<file path="src/rtl/spin_sequencer.sv">
// Motor-side step sequencer: expands a scan step index into its face-turn list,
// issues the turns over a start/done handshake, then settles and reports.
`timescale 1ns/1ps
module spin_sequencer #(
  parameter int SETTLE_CYCLES = 2_000_000,
  parameter int SETTLE_W      = 24
) (
  input  logic       clock,
  input  logic       reset,
  input  logic       send_setup_moves,
  input  logic [5:0] counter,
  input  logic       motor_done,
  output logic       move_start,
  output logic [4:0] move_code,
  output logic       color_sensor_stable,
  output logic       busy,
  output logic       request_dropped
);

  typedef enum logic [2:0] {IDLE, ISSUE, WAIT_DONE, SETTLE, REPORT} state_e;

  localparam logic [4:0] MV_U  = 5'h01, MV_UP = 5'h03;
  localparam logic [4:0] MV_L  = 5'h05, MV_L2 = 5'h06, MV_LP = 5'h07;
  localparam logic [4:0] MV_F  = 5'h09, MV_F2 = 5'h0A, MV_FP = 5'h0B;
  localparam logic [4:0] MV_R  = 5'h0D, MV_R2 = 5'h0E, MV_RP = 5'h0F;
  localparam logic [4:0] MV_B  = 5'h11, MV_B2 = 5'h12, MV_BP = 5'h13;

  // Batch rows hold up to six turns, first turn in the most significant slot.
  function automatic logic [29:0] entryRow(input logic [3:0] b);
    case (b)
      4'd1:    return {MV_F, MV_BP, MV_L, MV_U, MV_F, MV_BP};
      4'd2:    return {MV_LP, MV_R, MV_F, MV_UP, MV_LP, MV_R};
      4'd3:    return {MV_FP, MV_B, MV_R, MV_U, MV_FP, MV_B};
      4'd4:    return {MV_L, MV_RP, MV_BP, MV_U, MV_L, MV_RP};
      4'd5:    return {MV_R2, MV_L2, MV_F2, MV_B2, 10'd0};
      4'd7:    return {MV_F, MV_BP, 20'd0};
      4'd8:    return {MV_LP, MV_R, 20'd0};
      4'd9:    return {MV_FP, MV_B, 20'd0};
      4'd10:   return {MV_L, MV_RP, 20'd0};
      4'd11:   return {MV_L2, MV_R2, 20'd0};
      default: return 30'd0;
    endcase
  endfunction

  function automatic logic [29:0] exitRow(input logic [3:0] b);
    case (b)
      4'd1:    return {MV_B, MV_FP, MV_UP, MV_LP, MV_B, MV_FP};
      4'd2:    return {MV_RP, MV_L, MV_U, MV_FP, MV_RP, MV_L};
      4'd3:    return {MV_BP, MV_F, MV_UP, MV_RP, MV_BP, MV_F};
      4'd4:    return {MV_R, MV_LP, MV_UP, MV_B, MV_R, MV_LP};
      4'd5:    return {MV_B2, MV_F2, MV_L2, MV_R2, 10'd0};
      4'd7:    return {MV_B, MV_FP, 20'd0};
      4'd8:    return {MV_RP, MV_L, 20'd0};
      4'd9:    return {MV_BP, MV_F, 20'd0};
      4'd10:   return {MV_R, MV_LP, 20'd0};
      4'd11:   return {MV_L2, MV_R2, 20'd0};
      default: return 30'd0;
    endcase
  endfunction

  function automatic logic [3:0] batchLen(input logic [3:0] b);
    case (b)
      4'd1, 4'd2, 4'd3, 4'd4:         return 4'd6;
      4'd5:                           return 4'd4;
      4'd7, 4'd8, 4'd9, 4'd10, 4'd11: return 4'd2;
      default:                        return 4'd0;
    endcase
  endfunction

  function automatic logic [4:0] pick(input logic [29:0] row, input logic [2:0] i);
    logic [29:0] sh;
    sh = row << (5 * i);
    return sh[29:25];
  endfunction

  function automatic logic hasU(input logic [5:0] s);
    return (s != 6'd0) && (s <= 6'd48);
  endfunction

  function automatic logic exitOn(input logic [5:0] s);
    return (s != 6'd0) && (s[1:0] == 2'b00) && (s <= 6'd48);
  endfunction

  function automatic logic entryOn(input logic [5:0] s);
    return (s < 6'd48) && (s[1:0] == 2'b00);
  endfunction

  function automatic logic [3:0] listLen(input logic [5:0] s);
    logic [3:0] n;
    n = {3'b000, hasU(s)};
    if (exitOn(s))  n = n + batchLen(s[5:2] - 4'd1);
    if (entryOn(s)) n = n + batchLen(s[5:2]);
    return n;
  endfunction

  // List order: optional U, then the previous batch's exit, then this batch's entry.
  function automatic logic [4:0] listMove(input logic [5:0] s, input logic [3:0] p);
    logic [3:0] q;
    logic [3:0] exitLen;
    logic [3:0] r;
    q       = p - {3'b000, hasU(s)};
    exitLen = exitOn(s) ? batchLen(s[5:2] - 4'd1) : 4'd0;
    r       = q - exitLen;
    if (hasU(s) && (p == 4'd0)) return MV_U;
    else if (q < exitLen)       return pick(exitRow(s[5:2] - 4'd1), q[2:0]);
    else if (entryOn(s))        return pick(entryRow(s[5:2]), r[2:0]);
    else                        return 5'd0;
  endfunction

  state_e              state_q, state_d;
  logic [5:0]          step_q, step_d;
  logic [3:0]          ptr_q, ptr_d;
  logic [SETTLE_W-1:0] cnt_q, cnt_d;
  logic [4:0]          code_q, code_d;
  logic                dropped_q, dropped_d;
  logic [4:0]          curCode;

  always_ff @(posedge clock or posedge reset) begin
    if (reset) begin
      state_q   <= IDLE;
      step_q    <= 6'd0;
      ptr_q     <= 4'd0;
      cnt_q     <= '0;
      code_q    <= 5'd0;
      dropped_q <= 1'b0;
    end else begin
      state_q   <= state_d;
      step_q    <= step_d;
      ptr_q     <= ptr_d;
      cnt_q     <= cnt_d;
      code_q    <= code_d;
      dropped_q <= dropped_d;
    end
  end

  always_comb begin
    state_d             = state_q;
    step_d              = step_q;
    ptr_d               = ptr_q;
    cnt_d               = cnt_q;
    code_d              = code_q;
    dropped_d           = dropped_q | (send_setup_moves && (state_q != IDLE));
    curCode             = listMove(step_q, ptr_q);
    move_start          = 1'b0;
    color_sensor_stable = 1'b0;
    case (state_q)
      IDLE: begin
        if (send_setup_moves) begin
          step_d  = counter;
          ptr_d   = 4'd0;
          cnt_d   = '0;
          state_d = (listLen(counter) != 4'd0) ? ISSUE : SETTLE;
        end
      end
      ISSUE: begin
        move_start = 1'b1;
        code_d     = curCode;
        state_d    = WAIT_DONE;
      end
      WAIT_DONE: begin
        if (motor_done) begin
          ptr_d = ptr_q + 4'd1;
          cnt_d = '0;
          state_d = ((ptr_q + 4'd1) < listLen(step_q)) ? ISSUE : SETTLE;
        end
      end
      SETTLE: begin
        if (cnt_q == SETTLE_W'(SETTLE_CYCLES - 1)) state_d = REPORT;
        else                                       cnt_d   = cnt_q + 1'b1;
      end
      REPORT: begin
        color_sensor_stable = 1'b1;
        state_d             = IDLE;
      end
      default: state_d = IDLE;
    endcase
  end

  // The code is presented live during ISSUE and held from the register afterwards.
  assign move_code       = (state_q == ISSUE) ? curCode : code_q;
  assign busy            = (state_q != IDLE);
  assign request_dropped = dropped_q;

endmodule

</file>
<file path="config.mk">
export PLATFORM = sky130hd
export DESIGN_NAME = spin_sequencer
export DESIGN_NICKNAME = d
export VERILOG_FILES = /design/src/rtl/spin_sequencer.sv
export SDC_FILE = /design/constraint.sdc
export NUM_CORES = 1
export LEC_CHECK = 0
export CORE_AREA = 2 2 102 104
export CTS_BUF_LIST = sky130_fd_sc_hd__clkbuf_4 sky130_fd_sc_hd__clkbuf_8 sky130_fd_sc_hd__clkbuf_16
export DETAILED_ROUTE_END_ITERATION = 7
export DIE_AREA = 0 0 104 106
export PLACE_DENSITY = 0.78
export SLEW_MARGIN = 20
export SYNTH_ARGS = -nofsm -noshare
export SYNTH_HDL_FRONTEND = slang
export SYNTH_SLANG_ARGS = --single-unit
</file>
<file path="constraint.sdc">
create_clock -name clock -period 6.4 [get_ports clock]
set_input_delay 1.28 -clock clock [delete_from_list [all_inputs] [get_ports clock]]
set_output_delay 1.28 -clock clock [all_outputs]
set_load 0.03 [all_outputs]
</file>
* Yosys cells after proc, flatten, opt, wreduce, memory -nomap -nowiden *
Memory sizes are Yosys's and may differ from the RTL's.
Index checks and enable logic that the tools add are counted.

word-level totals
  output and inout bits = 9
  memories = 7
  memory bits (read-only) = 992
  bits in registers = 43
  bits of input ports = 10

cells by class
  reduce and logical (&&, ||, !) cells = 24
  shift operators = 2
  $add $sub $neg = 10
  eq/ne operators = 9
  $mul = 2
  order comparisons = 6
  bitwise gates (word level) = 1
  mux-type cells = 49

memories
  name              depth  bits a word  rd ports  clocked after memory_dff  write ports  RTL line  RTL
  (name not given)  16     26           1         0                         0            46        case (b)
  (name not given)  16     26           1         0                         0            30        case (b)
  (name not given)  16     2            1         0                         0            62        case (b)
  (name not given)  16     2            1         0                         0            62
  (name not given)  16     2            1         0                         0            62
  (name not given)  16     2            1         0                         0            62
  1 more memories   n/a    n/a          n/a       n/a                       n/a          n/a

operator list
  kind                   count
  $mux 30                5
  $mux 4                 27
  $mux 24                3
  $pmux 24 s3            1
  $shl 30x6->30          2
  $add 24x1->24 const B  1
  $eq 24x21->1 const B   1
  $mux 5                 4
  $le 6x6->1 const B     2
  $lt 6x6->1 const B     2
  $mul 3x3->6 const A    2
  $pmux 3 s4             1
  $reduce_bool 6->1      2
  $logic_and 1x1->1      10
  $mux 3                 3
  $add 1x4->4            2
  $add 4x4->4            2
  $lt 4x4->1             2
  $ne 2x2->1 const B     4
  $pmux 4 s2             1
  $sub 4x1->4 const B    2
  $eq 3x2->1 const B     2
  $reduce_and 3->1       2
  $reduce_bool 3->1      2
  other kinds (15)       18

* Longest topological paths before layout *
Gate-level depths: netlist of run 1.

  depth in word-level cells = 18
  depth in mapped cells = 23
  depth with buffers taken out = 19

* Least setup slack after synthesis of run 1 *
No wires, ideal clock.

  path kind = flip-flop to output port
  from = register step_q[3]
  to = output port move_code[1]
  arrival time = 5.200 ns
  stages on the path, launching flop included = 21
  slack = -0.080 ns
  cell sequence = dfrtp_1 -> buf_2 -> buf_1 -> inv_1 -> ha_1 -> nor3b_1 -> mux2i_1 -> ha_1 -> xnor2_1 -> inv_1 -> clkbuf_1 -> buf_1 -> buf_2 -> nor2_1 -> a21boi_0 -> ha_1 -> ha_1 -> clkbuf_1 -> mux4_2 -> o21ai_0 -> o31ai_1

on the way
  word-level cells in the longest chain between the ends = 11

RTL lines
  what                                                                 RTL line  RTL
  start, declared                                                      111       logic [5:0] step_q, step_d;
  start signal, assigned                                               128       step_q <= step_d;
  parallel branches: the longest is 9 deep, another holds $mul 3x3->6  n/a
  $mux 5 *                                                             104       if (hasU(s) && (p == 4'd0)) return MV_U;
  $mux 5 *                                                             n/a
  end, declared                                                        14        output logic [4:0] move_code,

Every way passes the cells marked *. The select of a mux whose other input is x is not followed.

* Worst setup path in the final report of run 1 *
  from = register step_q[3]
  to = output port move_code[4]

Same word-level chain as after synthesis.

==> results_tabular.tex, run 1 <==
\begin{tabular}{lr}
\hline
Metric & Value \\
\hline
\multicolumn{2}{l}{\textbf{Clock tree}} \\
Library cell used as clock root buffer & sky130\_fd\_sc\_hd\_\_clkbuf\_8 \\
Number of buffers added by the clock tree synthesis step & 5 \\
Insertion delay to the later sink of the worst-skew pair & 0.31 ns \\
CTS clk-pin slew, worst paths & 0.10 ns \\
Number of sinks handled by clock tree synthesis & 43 \\
Max H-tree Level & 2 \\
Clock tree buffer depth & 2 \\
TritonCTS clock tree & yes \\
\multicolumn{2}{l}{\textbf{Setup path}} \\
Cell with the most instances on the worst path & sky130\_fd\_sc\_hd\_\_ha\_1 \\
Total buffers and inverters traversed by the critical path & 4 \\
CP Max Fanout & 8 \\
Critical path startpoint category & flip-flop \\
Element type at the critical path end & primary output \\
Ordered cell list for the critical path & inv\_1, ha\_1, buf\_4, nor3b\_1, a2111oi\_4, o2111ai\_1, ha\_1, o31ai\_4, a21boi\_2, ha\_1, ha\_1, clkinvlp\_4, o21ai\_0, a221o\_1, nand4\_1, a21oi\_1, or4\_1, dlygate4sd2\_1 \\
Arrival time at the worst endpoint & 4.87 ns \\
Kind of cell adding the most delay to the critical path & compound AO/OA/AOI/OAI gates \\
Worst-path cell with the longest stage delay & sky130\_fd\_sc\_hd\_\_or4\_1 \\
Data required time at the worst endpoint & 5.12 ns \\
Crit path kind & reg2out \\
Max incr delay on CP & 0.53 ns \\
\multicolumn{2}{l}{\textbf{Place}} \\
Post-placement setup slack & 0.1915 ns \\
Area after detailed placement & 0.006053 mm\^{}2 \\
Global placement routability congestion & 1.002 \\
HPWL after detailed placement & 13,910 um \\
Count of buffers from port buffering & 18 \\
\multicolumn{2}{l}{\textbf{Floorplanning}} \\
Starting density of the core & 0.5631 \\
Die width & 104 um \\
Core region area & 0.01000 mm\^{}2 \\
Site row count & 37 \\
Number of ports placed on the die boundary & 19 \\
Overall die height & 106 um \\
Overall die area & 0.01102 mm\^{}2 \\
\multicolumn{2}{l}{\textbf{Yosys}} \\
Most instantiated cells after synthesis & sky130\_fd\_sc\_hd\_\_nor2\_1 (79), sky130\_fd\_sc\_hd\_\_nand2\_1 (57), sky130\_fd\_sc\_hd\_\_a21oi\_1 (43), sky130\_fd\_sc\_hd\_\_dfrtp\_1 (43), sky130\_fd\_sc\_hd\_\_o21ai\_0 (38) \\
Synthesized area divided by synthesized cell count & 7.497 um\^{}2 \\
Cell type with the largest total area after synthesis & sky130\_fd\_sc\_hd\_\_dfrtp\_1 \\
Number of enable-type register cells in the synthesized netlist & 0 \\
Post-synthesis async set-or-reset flop share & 1.000 \\
Yosys warns & 0 \\
Number of distinct library cells after synthesis & 83 \\
Sequential cell area fraction in the yosys report & 0.1911 \\
Count of mapped cells out of synthesis & 751 \\
Synthesized netlist net count & 791 \\
Ys flop type & sky130\_fd\_sc\_hd\_\_dfrtp\_1 \\
Area fraction of the dominant cell type after synthesis & 0.1911 \\
Synth Cell Area & 0.005630 mm\^{}2 \\
Most common cell in the netlist & sky130\_fd\_sc\_hd\_\_nor2\_1 \\
Synth area leaders & sky130\_fd\_sc\_hd\_\_dfrtp\_1 (19\%), sky130\_fd\_sc\_hd\_\_ha\_1 (6.2\%), sky130\_fd\_sc\_hd\_\_nor2\_1 (5.3\%) \\
Flops \& latches, synth & 43 \\
\multicolumn{2}{l}{\textbf{Global route}} \\
Number of antenna violations at the first check in global routing & 0 \\
Largest net degree at the start of global routing & 44 \\
Global-route congestion overflow total & 0 \\
Vias in the first global route & 5,731 \\
Overall track demand over capacity in global routing & 0.3344 \\
First-pass GRT wire length & 29,970 um \\
\multicolumn{2}{l}{\textbf{Timing}} \\
Measured slew at the worst slew-check pin & 0.9527 ns \\
Min cycle time layout & 6.149 ns \\
Final Skew & 0.01431 ns \\
Fmax & 162.6 MHz \\
Final Slew Violations & 0 \\
Hold Worst Slack & 0.4787 ns \\
Setup Total Neg Slack & 0 ns \\
Setup repair after global routing missed its margin & false \\
Relative slew slack & 0.3633 \\
Final period utilization & 0.9607 \\
Final Hold Viols & 0 \\
Finish-stage setup viols & 0 \\
Worst Slack Setup Final & 0.2515 ns \\
\multicolumn{2}{l}{\textbf{Detailed routing}} \\
Average via count per standard cell & 6.848 \\
Via count of the routed design & 6,156 \\
Starting DRT DRC Count & 736 \\
Length of the first detailed-routing pass in iterations & 6 \\
Number of routed nets with antenna violations & 0 \\
Routed WL per cell & 20.61 um \\
Remaining routing DRC violations & 0 \\
Detailed Route WL & 18,530 um \\
\multicolumn{2}{l}{\textbf{Worst hold path}} \\
Min-delay worst type & reg2reg \\
\multicolumn{2}{l}{\textbf{Layout}} \\
Final design instance area without fill & 0.006241 mm\^{}2 \\
Fraction of final layout cells with drive strength greater than 1 & 0.1298 \\
Number of nets in the layout & 802 \\
Inserted Diodes & 0 \\
Synth-to-layout area growth & 10.84\% \\
\multicolumn{2}{l}{\textbf{Outcome}} \\
Run status & finished clean \\
\multicolumn{2}{l}{\textbf{Job}} \\
Max-capacitance violation count & 0 \\
\hline
\end{tabular}
-- metal layers --
metal	global-route usage	wire, um
met4	0.1313	750
met2	0.5484	8553
met5	0	0
met1	0.4476	7663
met3	0.04660	1562
-- placed cells by master, fill, tap and decap left out, types with 20 or more instances in the layout --
cell / count
sky130_fd_sc_hd__and3_1: 20
sky130_fd_sc_hd__inv_1: 26
sky130_fd_sc_hd__a21oi_1: 43
sky130_fd_sc_hd__nand2_1: 56
sky130_fd_sc_hd__nor2_1: 79
sky130_fd_sc_hd__buf_4: 44
sky130_fd_sc_hd__ha_1: 28
sky130_fd_sc_hd__nand3_1: 36
sky130_fd_sc_hd__nor3_1: 26
sky130_fd_sc_hd__dfrtp_1: 43
sky130_fd_sc_hd__o21ai_0: 38
-- layout make-up --
class                   count  area, um^2
flip-flops and latches     43        1076
fillers                   877        3759
clock buffers               6       76.32
well taps                 136       170.2
multi-input cells         621        4238
inverters                  31       120.1
clock inverters             2       60.06
repair buffers             60       500.5
-- through the flow --
stage / cells / util
5_1_grt: 899 / 0.6241
3_3_place_gp: 889 / 0.6052
2_1_floorplan: 751 / -
3_5_place_dp: 889 / 0.6054
6_report: 899 / 0.6241
4_1_cts: 897 / 0.6189
-- worst paths after layout --
check / start / endpoint / slack, ns / cells past startpoint
min in group asynchronous: reset / code_q[4] / 1.15 / 2
worst max-delay path: step_q[3] / move_code[4] / 0.25 / 18
worst max register to register: step_q[3] / code_q[3] / 1.92 / 16
worst min-delay path: request_dropped / request_dropped / 0.48 / 1
max in group asynchronous: reset / step_q[2] / 4.52 / 3
worst min register to register: request_dropped / request_dropped / 0.48 / 1
-- flip-flops by register name, indices dropped and copies added, names as in the netlist --
name and flops:
cnt_q 24, step_q 6, code_q 5, ptr_q 4, state_q 3, request_dropped 1
-- repair_timing --
item	in CTS	in global routing
pin swaps	0	1
endpoints found under the setup margin	1	3
hold buffers	0	0
gates cloned	0	0
setup buffers	0	2
gates resized for setup	1	9
-- kinds of logic (layout without fill, tap and decap cells) --
logic type,after synthesis,in the layout,share of synthesized area
compound gates,228,228,0.2911
xor+xnor,33,33,0.05133
fa+ha+maj,30,30,0.06933
buf+inv,87,99,0.06489
flops,43,43,0.1911
mux,22,22,0.04622
simple gates,308,308,0.2860
Power of run 1 is not shown: default switching activity piles up to over one toggle a cycle in this logic, so the estimate is an artifact.
==> run 2: changes to the inputs <==
- CORE_AREA: 2 2 102 104 -> 2 2 93 113
- DIE_AREA: 0 0 104 106 -> 0 0 95 115
==> run 2 against run 1 <==
Effect of this change: cell count is 1.8% lower; count of clock-buffer cells in the layout fell by 1; via count decreased by 2.5%; register-to-register slack about the same; flip-flop and latch count stayed put; global-route usage grew 1.5 points; hold slack got worse by 0.0087 ns; sequential share of layout area up 0.14 points; maximum frequency decreased by 0.30%; clock skew down 0.0070 ns.
==> results_tabular.tex, run 2 (same netlist as run 1, synthesis figures left out) <==
\begin{tabular}{lr}
\hline
Metric & Value \\
\hline
\multicolumn{2}{l}{\textbf{Layout}} \\
Commonest cells after routing, fill and taps aside & sky130\_fd\_sc\_hd\_\_nor2\_1 (79), sky130\_fd\_sc\_hd\_\_nand2\_1 (57), sky130\_fd\_sc\_hd\_\_a21oi\_1 (43), sky130\_fd\_sc\_hd\_\_dfrtp\_1 (43) \\
Fraction of final layout cells with drive strength greater than 1 & 0.1215 \\
Non-filler instance count after layout & 883 \\
Top register by number of flip-flops & cnt\_q \\
Number of nets in the layout & 796 \\
Total of fill cells in the finished design & 863 \\
Post-Route Utilization & 0.6280 \\
Most common cell after layout, fill and taps aside & sky130\_fd\_sc\_hd\_\_nor2\_1 \\
Leading registers by flop count & cnt\_q: 24 flops, step\_q: 6 flops, code\_q: 5 flops \\
Largest register FFs & 24 \\
Inserted Diodes & 0 \\
Synth-to-layout area growth & 9.978\% \\
\multicolumn{2}{l}{\textbf{Clock tree}} \\
TritonCTS clock tree & yes \\
Number of sinks handled by clock tree synthesis & 43 \\
Insertion delay to the later sink of the worst-skew pair & 0.30 ns \\
Clock tree buffer depth & 2 \\
Number of buffers added by the clock tree synthesis step & 5 \\
Library cell used as clock root buffer & sky130\_fd\_sc\_hd\_\_clkbuf\_16 \\
Max H-tree Level & 2 \\
CTS clk-pin slew, worst paths & 0.06 ns \\
Hold buffer count at CTS & 0 \\
Post-CTS setup repair buffer count & 0 \\
\multicolumn{2}{l}{\textbf{Timing}} \\
Measured slew at the worst slew-check pin & 0.7874 ns \\
Final period utilization & 0.9636 \\
Final Hold Viols & 0 \\
Fmax & 162.2 MHz \\
Final Slew Violations & 0 \\
Worst Slack Setup Final & 0.2330 ns \\
Min cycle time layout & 6.167 ns \\
Relative slew slack & 0.4719 \\
Final Skew & 0.007343 ns \\
Finish-stage setup viols & 0 \\
\multicolumn{2}{l}{\textbf{Setup path}} \\
Critical path capture point & move\_code[4] \\
Arrival time at the worst endpoint & 4.89 ns \\
Critical path startpoint category & flip-flop \\
CP Max Fanout & 7 \\
Reg2reg start & step\_q[3] \\
Data required time at the worst endpoint & 5.12 ns \\
Path depth of the worst reg2reg path & 19 \\
Total buffers and inverters traversed by the critical path & 3 \\
Timing startpoint of the critical path & step\_q[3] \\
Kind of cell adding the most delay to the critical path & adder cells \\
Max incr delay on CP & 0.40 ns \\
Element type at the critical path end & primary output \\
Ordered cell list for the critical path & inv\_1, ha\_1, nor3b\_2, mux2i\_1, ha\_1, a21oi\_1, or2\_2, ha\_1, o31ai\_4, a21boi\_2, ha\_1, ha\_1, ha\_1, nor4\_2, nand2\_1, a21oi\_1, buf\_4, nand3\_1, o211ai\_1, or4\_1, dlygate4sd2\_1 \\
Cell count along the critical path & 21 \\
Worst-path cell with the longest stage delay & sky130\_fd\_sc\_hd\_\_dlygate4sd2\_1 \\
Flop2flop setup slack & 1.93 ns \\
Cell with the most instances on the worst path & sky130\_fd\_sc\_hd\_\_ha\_1 \\
Crit path kind & reg2out \\
Reg2reg end & code\_q[3] \\
\multicolumn{2}{l}{\textbf{Floorplanning}} \\
Die width & 95 um \\
Starting density of the core & 0.5711 \\
Site row count & 40 \\
Core region area & 0.009859 mm\^{}2 \\
Overall die height & 115 um \\
Number of ports placed on the die boundary & 19 \\
Overall die area & 0.01093 mm\^{}2 \\
\multicolumn{2}{l}{\textbf{Detailed routing}} \\
Routed WL per cell & 20.86 um \\
Detailed Route WL & 18,420 um \\
Number of routed nets with antenna violations & 0 \\
Average via count per standard cell & 6.798 \\
Remaining routing DRC violations & 0 \\
Via count of the routed design & 6,003 \\
Length of the first detailed-routing pass in iterations & 6 \\
Starting DRT DRC Count & 598 \\
\multicolumn{2}{l}{\textbf{Global route}} \\
Number of antenna violations at the first check in global routing & 0 \\
Vias in the first global route & 5,737 \\
First-pass GRT wire length & 29,970 um \\
Largest net degree at the start of global routing & 44 \\
Overall track demand over capacity in global routing & 0.3495 \\
Global-route congestion overflow total & 0 \\
\multicolumn{2}{l}{\textbf{Place}} \\
Global placement routability congestion & 1.033 \\
Count of buffers from port buffering & 18 \\
Post-placement setup slack & 0.2433 ns \\
HPWL after detailed placement & 13,720 um \\
Inst Count DP & 875 \\
\multicolumn{2}{l}{\textbf{Worst hold path}} \\
Min-delay worst type & reg2reg \\
Critical hold path startpoint & request\_dropped \\
\multicolumn{2}{l}{\textbf{Outcome}} \\
Run status & finished clean \\
\multicolumn{2}{l}{\textbf{Job}} \\
Max-capacitance violation count & 0 \\
\hline
\end{tabular}
[run 2: worst min path at each step]
stage	endpoint	slack (ns)	depth (start not counted)
2_1_floorplan	cnt_q[6]	0.50	2
3_3_place_gp	request_dropped	0.44	1
3_5_place_dp	request_dropped	0.45	1
4_1_cts	request_dropped	0.47	1
5_1_grt	request_dropped	0.48	1
6_report	request_dropped	0.47	1
[run 2: final cells by class]
| type | instances | area (um^2) | share of cell area |
|---|---|---|---|
| Clock buffer | 5 | 125.1 | 0.02021 |
| Inverter | 31 | 116.4 | 0.01879 |
| Sequential cell | 43 | 1076 | 0.1738 |
| Multi-Input combinational cell | 621 | 4244 | 0.6854 |
| Clock inverter | 3 | 26.28 | 0.004243 |
| Tap cell | 126 | 157.7 | 0.02546 |
| Timing Repair Buffer | 54 | 446.7 | 0.07214 |
[run 2: repair_timing]
item | in CTS | in global routing
endpoints found under the setup margin | 1 | 3
resized for setup | 1 | 10
pin swaps | 0 | 0
gates cloned | 0 | 0
[run 2: stage by stage]
stage	TNS, ns	instance area, um^2	hold WS, ns
finish	0	6192	0.4700
global route	-0.06439	6192	0.4815
CTS	0	6147	0.4706
detailed placement	0	5997	0.4546
global placement	0	5997	0.4438
floorplan	0	5635	0.5022
[run 2: metal layers]
metal,wire (um),part of all wire,up-vias,GRT usage
met4,755,0.041,0,0.1469
met2,8938,0.49,283,0.5830
met5,0,0,-,0
met1,7421,0.40,2848,0.4477
met3,1304,0.071,56,0.05636
li1,-,-,2816,-
Power of run 2 is left out for the same reason.
